$ cat src/rtl/game_packet_tx_pkg.sv
// game_packet_tx_pkg: shared game-state types and packet link constants
package game_packet_tx_pkg;
  typedef struct packed {
    logic [10:0] x;
    logic [9:0]  y;
  } location_t;
  typedef logic [88:0] data_t;
  localparam logic [7:0] PKT_SYNC_BYTE     = 8'hA5;
  localparam int         PKT_PAYLOAD_BYTES = 12;
  localparam int         PKT_BAUD_DIV      = 644;
  function automatic logic [8*PKT_PAYLOAD_BYTES-1:0] pkt_payload(input data_t d, input logic s);
    return {6'b0, s, d};
  endfunction
endpackage

$ cat src/rtl/game_packet_tx_if.sv
// game_packet_tx_if: snapshot strobe inputs and serial-line outputs of the packet transmitter
interface game_packet_tx_if;
  import game_packet_tx_pkg::*;
  data_t data_in;
  logic  scored_in;
  logic  data_in_valid;
  logic  tx_out;
  logic  busy_out;
  logic  packet_done_out;
  modport master(output data_in, scored_in, data_in_valid, input tx_out, busy_out, packet_done_out);
  modport slave(input data_in, scored_in, data_in_valid, output tx_out, busy_out, packet_done_out);
endinterface

$ cat src/rtl/game_packet_tx_uart_byte_tx.sv
// game_packet_tx_uart_byte_tx: 8N1 byte serializer, idle high, LSB first, BAUD_DIV cycles per bit
module game_packet_tx_uart_byte_tx #(
  parameter int BAUD_DIV = 644
) (
  input  logic       clk_pixel_in,
  input  logic       rst_in,
  input  logic [7:0] byte_in,
  input  logic       start_in,
  output logic       tx_out,
  output logic       done_out
);
  localparam int CW = $clog2(BAUD_DIV);
  localparam logic [1:0] S_IDLE  = 2'd0;
  localparam logic [1:0] S_START = 2'd1;
  localparam logic [1:0] S_DATA  = 2'd2;
  localparam logic [1:0] S_STOP  = 2'd3;
  logic [1:0]    state_q, state_d;
  logic [CW-1:0] cnt_q, cnt_d;
  logic [2:0]    bit_q, bit_d;
  logic [7:0]    shift_q, shift_d;
  logic          tick;
  // bit timing and frame sequencing; a start on the stop bit's last cycle chains the next byte with no gap
  always_comb begin
    tick     = state_q != S_IDLE && cnt_q == CW'(BAUD_DIV - 1);
    done_out = tick && state_q == S_STOP;
    state_d  = start_in ? S_START :
               !tick ? state_q :
               state_q == S_START ? S_DATA :
               state_q == S_DATA ? (bit_q == 3'd7 ? S_STOP : S_DATA) : S_IDLE;
    cnt_d    = (start_in || tick || state_q == S_IDLE) ? '0 : cnt_q + 1'b1;
    bit_d    = start_in ? 3'd0 : (tick && state_q == S_DATA) ? bit_q + 1'b1 : bit_q;
    shift_d  = start_in ? byte_in : (tick && state_q == S_DATA) ? {1'b0, shift_q[7:1]} : shift_q;
    tx_out   = state_q == S_START ? 1'b0 : state_q == S_DATA ? shift_q[0] : 1'b1;
  end
  // serializer state; reset drops the line high at once
  always_ff @(posedge clk_pixel_in or posedge rst_in) begin
    if (rst_in) begin
      state_q <= S_IDLE;
      cnt_q   <= '0;
      bit_q   <= '0;
      shift_q <= '0;
    end else begin
      state_q <= state_d;
      cnt_q   <= cnt_d;
      bit_q   <= bit_d;
      shift_q <= shift_d;
    end
  end
endmodule

$ cat src/rtl/game_packet_tx.sv
// game_packet_tx: frames game state as SYNC + 12 payload bytes (+ XOR checksum byte when PACKET_CHECKSUM_EN is defined) with latest-wins buffering
module game_packet_tx
  import game_packet_tx_pkg::*;
#(
  parameter int         BAUD_DIV  = PKT_BAUD_DIV,
  parameter logic [7:0] SYNC_BYTE = PKT_SYNC_BYTE
) (
  input logic             clk_pixel_in,
  input logic             rst_in,
  game_packet_tx_if.slave bus
);
  localparam int PW = 8 * PKT_PAYLOAD_BYTES;
  localparam logic [0:0] STATE_IDLE = 1'b0;
  localparam logic [0:0] STATE_SEND = 1'b1;
`ifdef PACKET_CHECKSUM_EN
  localparam logic [3:0] LAST = 4'(PKT_PAYLOAD_BYTES + 1);
`else
  localparam logic [3:0] LAST = 4'(PKT_PAYLOAD_BYTES);
`endif
  logic [0:0]    state_q, state_d;
  logic [3:0]    idx_q, idx_d;
  logic [PW-1:0] payload_q, payload_d;
  data_t         pend_data_q, pend_data_d;
  logic          pend_scored_q, pend_scored_d;
  logic          pend_valid_q, pend_valid_d;
  logic          done_q, done_d;
  logic          byte_done, last_done, next_byte, start, capture, new_scored;
  logic [7:0]    byte_sel;
  data_t         new_data;
  logic          tx;
`ifdef PACKET_CHECKSUM_EN
  logic [7:0]    csum_q, csum_d;
`endif
  // packet sequencing, pending merge and byte selection; a strobe on the final cycle feeds the next packet directly
  always_comb begin
    last_done     = byte_done && idx_q == LAST;
    next_byte     = byte_done && !last_done;
    start         = (state_q == STATE_IDLE && bus.data_in_valid) || (last_done && (bus.data_in_valid || pend_valid_q));
    capture       = bus.data_in_valid && state_q == STATE_SEND && !start;
    new_data      = bus.data_in_valid ? bus.data_in : pend_data_q;
    new_scored    = (bus.data_in_valid & bus.scored_in) | pend_scored_q;
    state_d       = start ? STATE_SEND : last_done ? STATE_IDLE : state_q;
    idx_d         = start ? 4'd0 : next_byte ? idx_q + 1'b1 : idx_q;
    payload_d     = start ? pkt_payload(new_data, new_scored) : next_byte ? {8'h00, payload_q[PW-1:8]} : payload_q;
    pend_valid_d  = start ? 1'b0 : capture ? 1'b1 : pend_valid_q;
    pend_scored_d = start ? 1'b0 : capture ? pend_scored_q | bus.scored_in : pend_scored_q;
    pend_data_d   = capture ? bus.data_in : pend_data_q;
    done_d        = last_done;
`ifdef PACKET_CHECKSUM_EN
    byte_sel      = start ? SYNC_BYTE : idx_q == 4'(PKT_PAYLOAD_BYTES) ? csum_q : payload_q[7:0];
    csum_d        = start ? 8'h00 : (next_byte && idx_q != 4'(PKT_PAYLOAD_BYTES)) ? csum_q ^ payload_q[7:0] : csum_q;
`else
    byte_sel      = start ? SYNC_BYTE : payload_q[7:0];
`endif
  end
  // packet-level state; async reset abandons any frame in flight
  always_ff @(posedge clk_pixel_in or posedge rst_in) begin
    if (rst_in) begin
      state_q       <= STATE_IDLE;
      idx_q         <= '0;
      payload_q     <= '0;
      pend_data_q   <= '0;
      pend_scored_q <= 1'b0;
      pend_valid_q  <= 1'b0;
      done_q        <= 1'b0;
`ifdef PACKET_CHECKSUM_EN
      csum_q        <= '0;
`endif
    end else begin
      state_q       <= state_d;
      idx_q         <= idx_d;
      payload_q     <= payload_d;
      pend_data_q   <= pend_data_d;
      pend_scored_q <= pend_scored_d;
      pend_valid_q  <= pend_valid_d;
      done_q        <= done_d;
`ifdef PACKET_CHECKSUM_EN
      csum_q        <= csum_d;
`endif
    end
  end
  game_packet_tx_uart_byte_tx #(.BAUD_DIV(BAUD_DIV)) u_byte_tx (
    .clk_pixel_in(clk_pixel_in),
    .rst_in(rst_in),
    .byte_in(byte_sel),
    .start_in(start || next_byte),
    .tx_out(tx),
    .done_out(byte_done)
  );
  assign bus.tx_out          = tx;
  assign bus.busy_out        = state_q == STATE_SEND;
  assign bus.packet_done_out = done_q;
endmodule

$ cat src/flat_wrapper.sv
// flat-port wrapper written by rule: the top's interface ports become plain ports
module game_packet_tx_flat import game_packet_tx_pkg::*;
#(
  parameter int         BAUD_DIV  = PKT_BAUD_DIV,
  parameter logic [7:0] SYNC_BYTE = PKT_SYNC_BYTE
)
  (clk_pixel_in, rst_in, bus_data_in, bus_scored_in, bus_data_in_valid, bus_tx_out, bus_busy_out, bus_packet_done_out);
  game_packet_tx_if bus_i ();
  input logic clk_pixel_in;
  input logic rst_in;
  input wire logic [$bits(bus_i.data_in)-1:0] bus_data_in;
  input wire logic [$bits(bus_i.scored_in)-1:0] bus_scored_in;
  input wire logic [$bits(bus_i.data_in_valid)-1:0] bus_data_in_valid;
  output wire logic [$bits(bus_i.tx_out)-1:0] bus_tx_out;
  output wire logic [$bits(bus_i.busy_out)-1:0] bus_busy_out;
  output wire logic [$bits(bus_i.packet_done_out)-1:0] bus_packet_done_out;
  assign bus_i.data_in = bus_data_in;
  assign bus_i.scored_in = bus_scored_in;
  assign bus_i.data_in_valid = bus_data_in_valid;
  assign bus_tx_out = bus_i.tx_out;
  assign bus_busy_out = bus_i.busy_out;
  assign bus_packet_done_out = bus_i.packet_done_out;
  game_packet_tx #(.BAUD_DIV(BAUD_DIV), .SYNC_BYTE(SYNC_BYTE)) u_core (.clk_pixel_in(clk_pixel_in), .rst_in(rst_in), .bus(bus_i));
endmodule
$ cat config.mk
export PLATFORM = sky130hd
export DESIGN_NAME = game_packet_tx_flat
export DESIGN_NICKNAME = d
export VERILOG_FILES = /design/src/rtl/game_packet_tx_pkg.sv /design/src/rtl/game_packet_tx_if.sv /design/src/rtl/game_packet_tx_uart_byte_tx.sv /design/src/rtl/game_packet_tx.sv /design/src/flat_wrapper.sv
export SDC_FILE = /design/constraint.sdc
export NUM_CORES = 1
export LEC_CHECK = 0
export CAP_MARGIN = 15
export CORE_ASPECT_RATIO = 0.5
export CORE_MARGIN = 2
export CORE_UTILIZATION = 45
export DETAILED_ROUTE_END_ITERATION = 10
export GPL_ROUTABILITY_DRIVEN = 0
export PLACE_DENSITY_LB_ADDON = 0.08
export SYNTH_ARGS = -nofsm -noshare
export SYNTH_HDL_FRONTEND = slang
export SYNTH_SLANG_ARGS = --single-unit
$ cat constraint.sdc
create_clock -name clk_pixel_in -period 7.1 [get_ports clk_pixel_in]
set_clock_uncertainty 0.1 [all_clocks]
set_input_delay 1.065 -clock clk_pixel_in [delete_from_list [all_inputs] [get_ports clk_pixel_in]]
set_output_delay 1.065 -clock clk_pixel_in [all_outputs]
set_load 0.02 [all_outputs]
# After elaboration in Yosys (flattened, before gate mapping)
# Cells that the tools add are included.
# W data, S select, Z words.
dict set report classes {
  reduce_logical 23
  bitwise_logic 4
  add_sub_neg 3
  order_cmp 0
  eq_ne 6
  muxes 24
  div_mod_pow 0
  multipliers 0
  shifts 0
}
# op count
set op_table {}
lappend op_table {{$mux W96} 2}
lappend op_table {{$mux W89} 1}
lappend op_table {{$mux W8} 3}
lappend op_table {{$reduce_bool A2 Y1} 6}
lappend op_table {{$add A10 B1 Y10 const B} 1}
lappend op_table {{$eq A10 B10 Y1 const B} 1}
lappend op_table {{$mux W10} 1}
lappend op_table {{$logic_and A1 B1 Y1} 9}
lappend op_table {{$mux W1} 9}
lappend op_table {{$mux W2} 4}
lappend op_table {{$mux W4} 2}
lappend op_table {{$mux W3} 2}
lappend op_table {{$logic_or A1 B1 Y1} 5}
lappend op_table {{$add A4 B1 Y4 const B} 1}
lappend op_table {{$eq A2 B2 Y1 const B} 2}
lappend op_table {{$eq A4 B4 Y1 const B} 1}
lappend op_table {{$add A3 B1 Y3 const B} 1}
lappend op_table {{$eq A3 B3 Y1 const B} 1}
lappend op_table {{$eq A2 B1 Y1 const B} 1}
lappend op_table {{$logic_not A1 Y1} 2}
lappend op_table {{$logic_not A2 Y1} 1}
lappend op_table {{$or A1 B1 Y1} 2}
lappend op_table {{$and A1 B1 Y1} 1}
lappend op_table {{$not A1 Y1} 1}
dict set report totals {
  mem_bits_ro 0
  wordCells 71
  memories 0
  latchBits 0
  register_bits 216
  input_bits 93
  ram_bits 0
}

# Longest topological paths before layout
dict set report logic_depth {
  word_depth 10
  ltp_mapped 10
}

# Cells and area by module
# Synthesis repeated with hierarchy kept, for this count alone.
dict set report hier_totals {
  cells_unflattened 966
  area_unflattened_um2 10706.5
}
# module seq_area_each_um2 cells_each instances area_per_inst_um2
set by_module_without_submodules {}
lappend by_module_without_submodules {game_packet_tx 4679.5 853 1 9482.8}
lappend by_module_without_submodules {game_packet_tx_uart_byte_tx 575.6 113 1 1223.7}

# Least setup slack after synthesis
# Ideal clock, no wire load.
dict set report synth_timing {
  path_kind {reg2reg}
  start {register u_core.u_byte_tx.cnt_q[3]}
  end {register u_core.pend_data_q[0]}
  slack_ps 4340
  arrival_ps 2535
  path_stages_with_launch 10
  required_ps 6875
  n_path_buf 5
  cell_sequence {dfrtp_1 > or4_1 > clkbuf_1 > or4_4 > buf_6 > and3_4 > buf_6 > buf_6 > buf_6 > mux2_4}
}
dict set report synth_between {
  elab_chain_cells 8
}
# element line_no
set synth_rtl {}
lappend synth_rtl {{start, declared} game_packet_tx_uart_byte_tx.sv:18} ;# logic [CW-1:0] cnt_q, cnt_d;
lappend synth_rtl {{start signal, assigned} game_packet_tx_uart_byte_tx.sv:44} ;# cnt_q <= cnt_d;
lappend synth_rtl {{$eq A10 B10 Y1} game_packet_tx_uart_byte_tx.sv:24} ;# tick = state_q != S_IDLE && cnt_q == CW'(BAUD_DIV - 1);
lappend synth_rtl {{$logic_and A1 B1 Y1} game_packet_tx_uart_byte_tx.sv:24}
lappend synth_rtl {{$logic_and A1 B1 Y1} game_packet_tx_uart_byte_tx.sv:25} ;# done_out = tick && state_q == S_STOP;
lappend synth_rtl {{$logic_and A1 B1 Y1} game_packet_tx.sv:36} ;# last_done = byte_done && idx_q == LAST;
lappend synth_rtl {{$logic_and A1 B1 Y1} game_packet_tx.sv:38} ;# start = (state_q == STATE_IDLE && bus.data_in_valid) || (last_done && (bus.data_in_valid || pend_valid_q));
lappend synth_rtl {{$logic_or A1 B1 Y1} game_packet_tx.sv:38}
lappend synth_rtl {{$logic_not A1 Y1} game_packet_tx.sv:39} ;# capture = bus.data_in_valid && state_q == STATE_SEND && !start;
lappend synth_rtl {{$logic_and A1 B1 Y1} game_packet_tx.sv:39}
lappend synth_rtl {{end signal, assigned} game_packet_tx.sv:73} ;# pend_data_q <= pend_data_d;
lappend synth_rtl {{end, declared} game_packet_tx.sv:23} ;# data_t pend_data_q, pend_data_d;
# Every way passes these cells.
# A chain may end at the register's enable or synchronous reset.

# Worst setup path in the final report
dict set report layout_timing {
  start {input port bus_data_in_valid}
  end {register u_core.pend_data_q[10]}
}
dict set report layout_between {
  elab_chain_cells 5
  word_cells_on_any_way 7
}
# element line_no
set layout_rtl {}
lappend layout_rtl {{start, declared} flat_wrapper.sv:13} ;# input wire logic [$bits(bus_i.data_in_valid)-1:0] bus_data_in_valid;
lappend layout_rtl {{$logic_or A1 B1 Y1} game_packet_tx.sv:38}
lappend layout_rtl {{$logic_and A1 B1 Y1} game_packet_tx.sv:38}
lappend layout_rtl {{$logic_or A1 B1 Y1} game_packet_tx.sv:38}
lappend layout_rtl {{$logic_not A1 Y1} game_packet_tx.sv:39}
lappend layout_rtl {{$logic_and A1 B1 Y1 (*)} game_packet_tx.sv:39}
# Mark *: on every way between the ends. The rest lies on a longest branch, timed or not.

==> results.md <==
- DP HPWL: around 13 mm
- Root buf cell: clkbuf_16
- Worst Tran Pin Value: 0.935 ns
- Clock power frac: 42.1%
- Setup slack, reg-to-reg: 3.79 ns
- Final setup fails: 0
- Top FF cell, synth: dfrtp_1
- Sink Count: 210
- Later-pin clock latency in the skew report: 0.51 ns
- Cell mode on critical path: buf_4
- CTS tree: yes
- Worst r2r path cells: 5
- Netlist Area Pre-Place: between 10,000 and 15,000 um2
- Row count: 38
- Total GRT Usage: between 15 and 20%
- Crit share post-route: 47.9%
- Layout cell share with drive strength beyond 1: roughly 17%
- DRT iter0 DRCs: 429
- Initial core utilization: between 40 and 50%
- Flop pwr share: between 40% and 50%
- CP Depth: 4
- Number of synthesized register bits: 210
- DRT Pass-1 Iters: 4
- Rel. slew slack: between 30 and 40%
- Worst path max stage delay: about 0.73 ns
- Crit path time final: approximately 3.4 ns
- Cell family with the largest share of critical-path delay: buffers and inverters
- Synthesis Warnings: 0
- Post_cts resized: 0
- Crit. Startpoint: bus_data_in_valid
- WP buf/inv: 2
- Kind of critical path: in -> reg
- Placed insts: 1,099
- Initial antenna violation count: 0
- Hold Violations, Final: 0
- Detail Route Antenna Nets: 0
- Internal power: 0.00219 W
- Min-delay src: u_core.pend_scored_q$_DFFE_PP0P_
- Psw: 0.000679 W
- Core area: 21,700 um2
- Synth unique cells: between 40 and 50
- Per-cell routed wire length: between 15 and 20 um
- Syn Nets: ~850
- Leak: approximately 5.1 nW
- Largest net degree at the start of global routing: 90
- Most common cell after layout, fill and taps aside: mux2i_1
- I/O pin cnt: between 90 and 100
- Setup TNS: 0 ns
- H-tree Lvls: 1
- First-pass GRT wire length: approximately 33 mm
- Kind of end point of the critical path: register
- Hold WC Path Type: reg -> reg
- Setup crit end: u_core.pend_data_q[10]$_DFFE_PP0P_
- VDD IR max: ~0.16 mV
- Fmax: approximately 290 MHz
- Worst-path clk slew: approximately 0.060 ns
- Non-filler instance count after layout: 1,137
- CTS Buf Count: 21
- Power per standard cell area: 241 nW/um2
- Finished Core Util: a little over half
- Area Growth Syn to Fin: 19.3%
- Syn Inst Count: approximately 740
- Post-synthesis sequential area ratio: 52.5%
- Die area: between 20,000 and 25,000 um2
- Worst path cell trace: buf_4, and3_4, buf_4, mux2_2
- Number of port buffers: 95
- Critical Path RT: 7.38 ns
- Via count: 6,018
- Sw Ratio: around a quarter
- Vias in the first global route: between 6,000 and 7,000
- R2r endpoint: u_core.payload_q[46]$_DFFE_PP0P_
- Max-Cap Viols: 0
- Ant diodes: 0
- Drt drc: 0
- Die Wd: about 210 um
- FF-to-FF Start: u_core.u_byte_tx.cnt_q[6]$_DFF_PP0_
- Post-CTS setup buffer count: 0
- CTS Hold Buffers Added: 0
- Synthesized area per cell: around 13 um2
- Max clock buf depth: 3
- Worst Path Max Fanout: just over 50
- Leading cell types in the layout, fill and taps excluded: mux2i_1, dfrtp_1, clkdlybuf4s50_1, mux2_2, nor2_1
- Status: finished, final reports clean
- EDFF count, synth: 0
- Overflow after GRT: 0
- CP max stage cell: and3_4
- Die Y: roughly 110 um
- Crit path launch type: primary input
- Slew Viols, Final: 0
- Drt via density: 5.29
- Crit path arrival time: approximately 3.7 ns
- Logic pwr share: 10.7%
- Async S/R FF share, synth: 100%
- Routed Wire Length: ~20 mm
- Hold_ws: between 0.3 and 0.4 ns
- RSZ-0062 raised after global routing: false
- Nets@finish: approximately 900
## worst min path at each step
stage,cells after the start,end,slack (ns)
after floorplan,2,u_core.pend_scored_q$_DFFE_PP0P_,0.34
after global placement,2,u_core.pend_scored_q$_DFFE_PP0P_,0.35
after detailed placement,2,u_core.pend_scored_q$_DFFE_PP0P_,0.37
after CTS,2,u_core.pend_scored_q$_DFFE_PP0P_,0.38
after global routing,2,u_core.pend_scored_q$_DFFE_PP0P_,0.41
final,2,u_core.pend_scored_q$_DFFE_PP0P_,0.38
## routing by layer
| layer | vias to the layer above | GRT usage (%) | part of all wire (%) | wire [um] |
|---|---|---|---|---|
| met5 | - | 0 | 0 | 0 |
| met4 | 0 | 3.08 | 1.1 | 226 |
| met3 | 23 | 3.79 | 3.7 | 764 |
| met2 | 81 | 28.2 | 45 | 9250 |
| met1 | 3046 | 25.9 | 50 | 10200 |
| li1 | 2868 | - | - | - |
## per-stage QoR
step                      worst slack, ns  cell area, um2  total power, W
after CTS                            3.70           11900         0.00292
after global routing                 3.56           11900         0.00302
after global placement               3.21           11200         0.00168
after floorplan                     0.197           10000         0.00157
final                                3.70           11900         0.00287
after detailed placement             3.17           11200         0.00169
## power by group through the flow
stage / Sequential, W / Clock [W] / Combinational [W]
2_1_floorplan: 0.00136 / 0 / 0.000210
3_3_place_gp: 0.00137 / 0 / 0.000305
3_5_place_dp: 0.00138 / 0 / 0.000314
4_1_cts: 0.00135 / 0.00125 / 0.000315
5_1_grt: 0.00137 / 0.00131 / 0.000341
6_report: 0.00135 / 0.00121 / 0.000308
## cell type report
class,instances,area (um2)
clock inverters,11,170
inverters,11,48.8
multi-input cells,474,4470
fillers,1834,9790
flip-flops and latches,210,5260
well taps,300,375
repair buffers,104,1030
clock buffers,27,588
## kinds of logic (layout without fill, tap and decap cells)
group,Yosys count,after routing,share of synthesized area (%)
xor+xnor,10,10,0.875
compound gates,31,31,2.33
mux,345,345,36.0
flops,210,210,52.5
buf+inv,60,153,3.00
fa+ha+maj,9,9,1.13
simple gates,79,79,4.18
## tightest hold or removal path: stages (launching register included)
cell and delay (ns):
dfrtp_1 0.35, nand2_1 0.05, nand2_1 0.06
## Yosys cell counts (all sizes together), types with 2 or more instances
master,number,area (um2)
a21o,2,15.0
a21oi,5,25.0
and3,4,30.0
buf,29,184
clkbuf,20,75.1
dfrtp,210,5260
ha,9,113
inv,11,41.3
mux2,89,1040
mux2i,256,2560
nand2,9,33.8
nand3,5,25.0
nand3b,2,15.0
nand4,4,25.0
nor2,23,86.3
nor3,16,80.1
nor4,6,37.5
o21ai,4,20.0
o2bb2ai,7,61.3
o31ai,3,22.5
or3,2,12.5
or4,3,26.3
xnor2,3,26.3
xor2,7,61.3
## flip-flops by register name, summed over array words and instances (netlist names)
name	count
u_core.u_byte_tx.shift_q	8
u_core.u_byte_tx.state_q	2
u_core.pend_data_q	89
u_core.bus.busy_out	1
u_core.idx_q	4
u_core.payload_q	90
u_core.pend_valid_q	1
u_core.u_byte_tx.bit_q	3
u_core.pend_scored_q	1
u_core.bus.packet_done_out	1
u_core.u_byte_tx.cnt_q	10
Note: power is estimated with default switching activity, not from simulation.
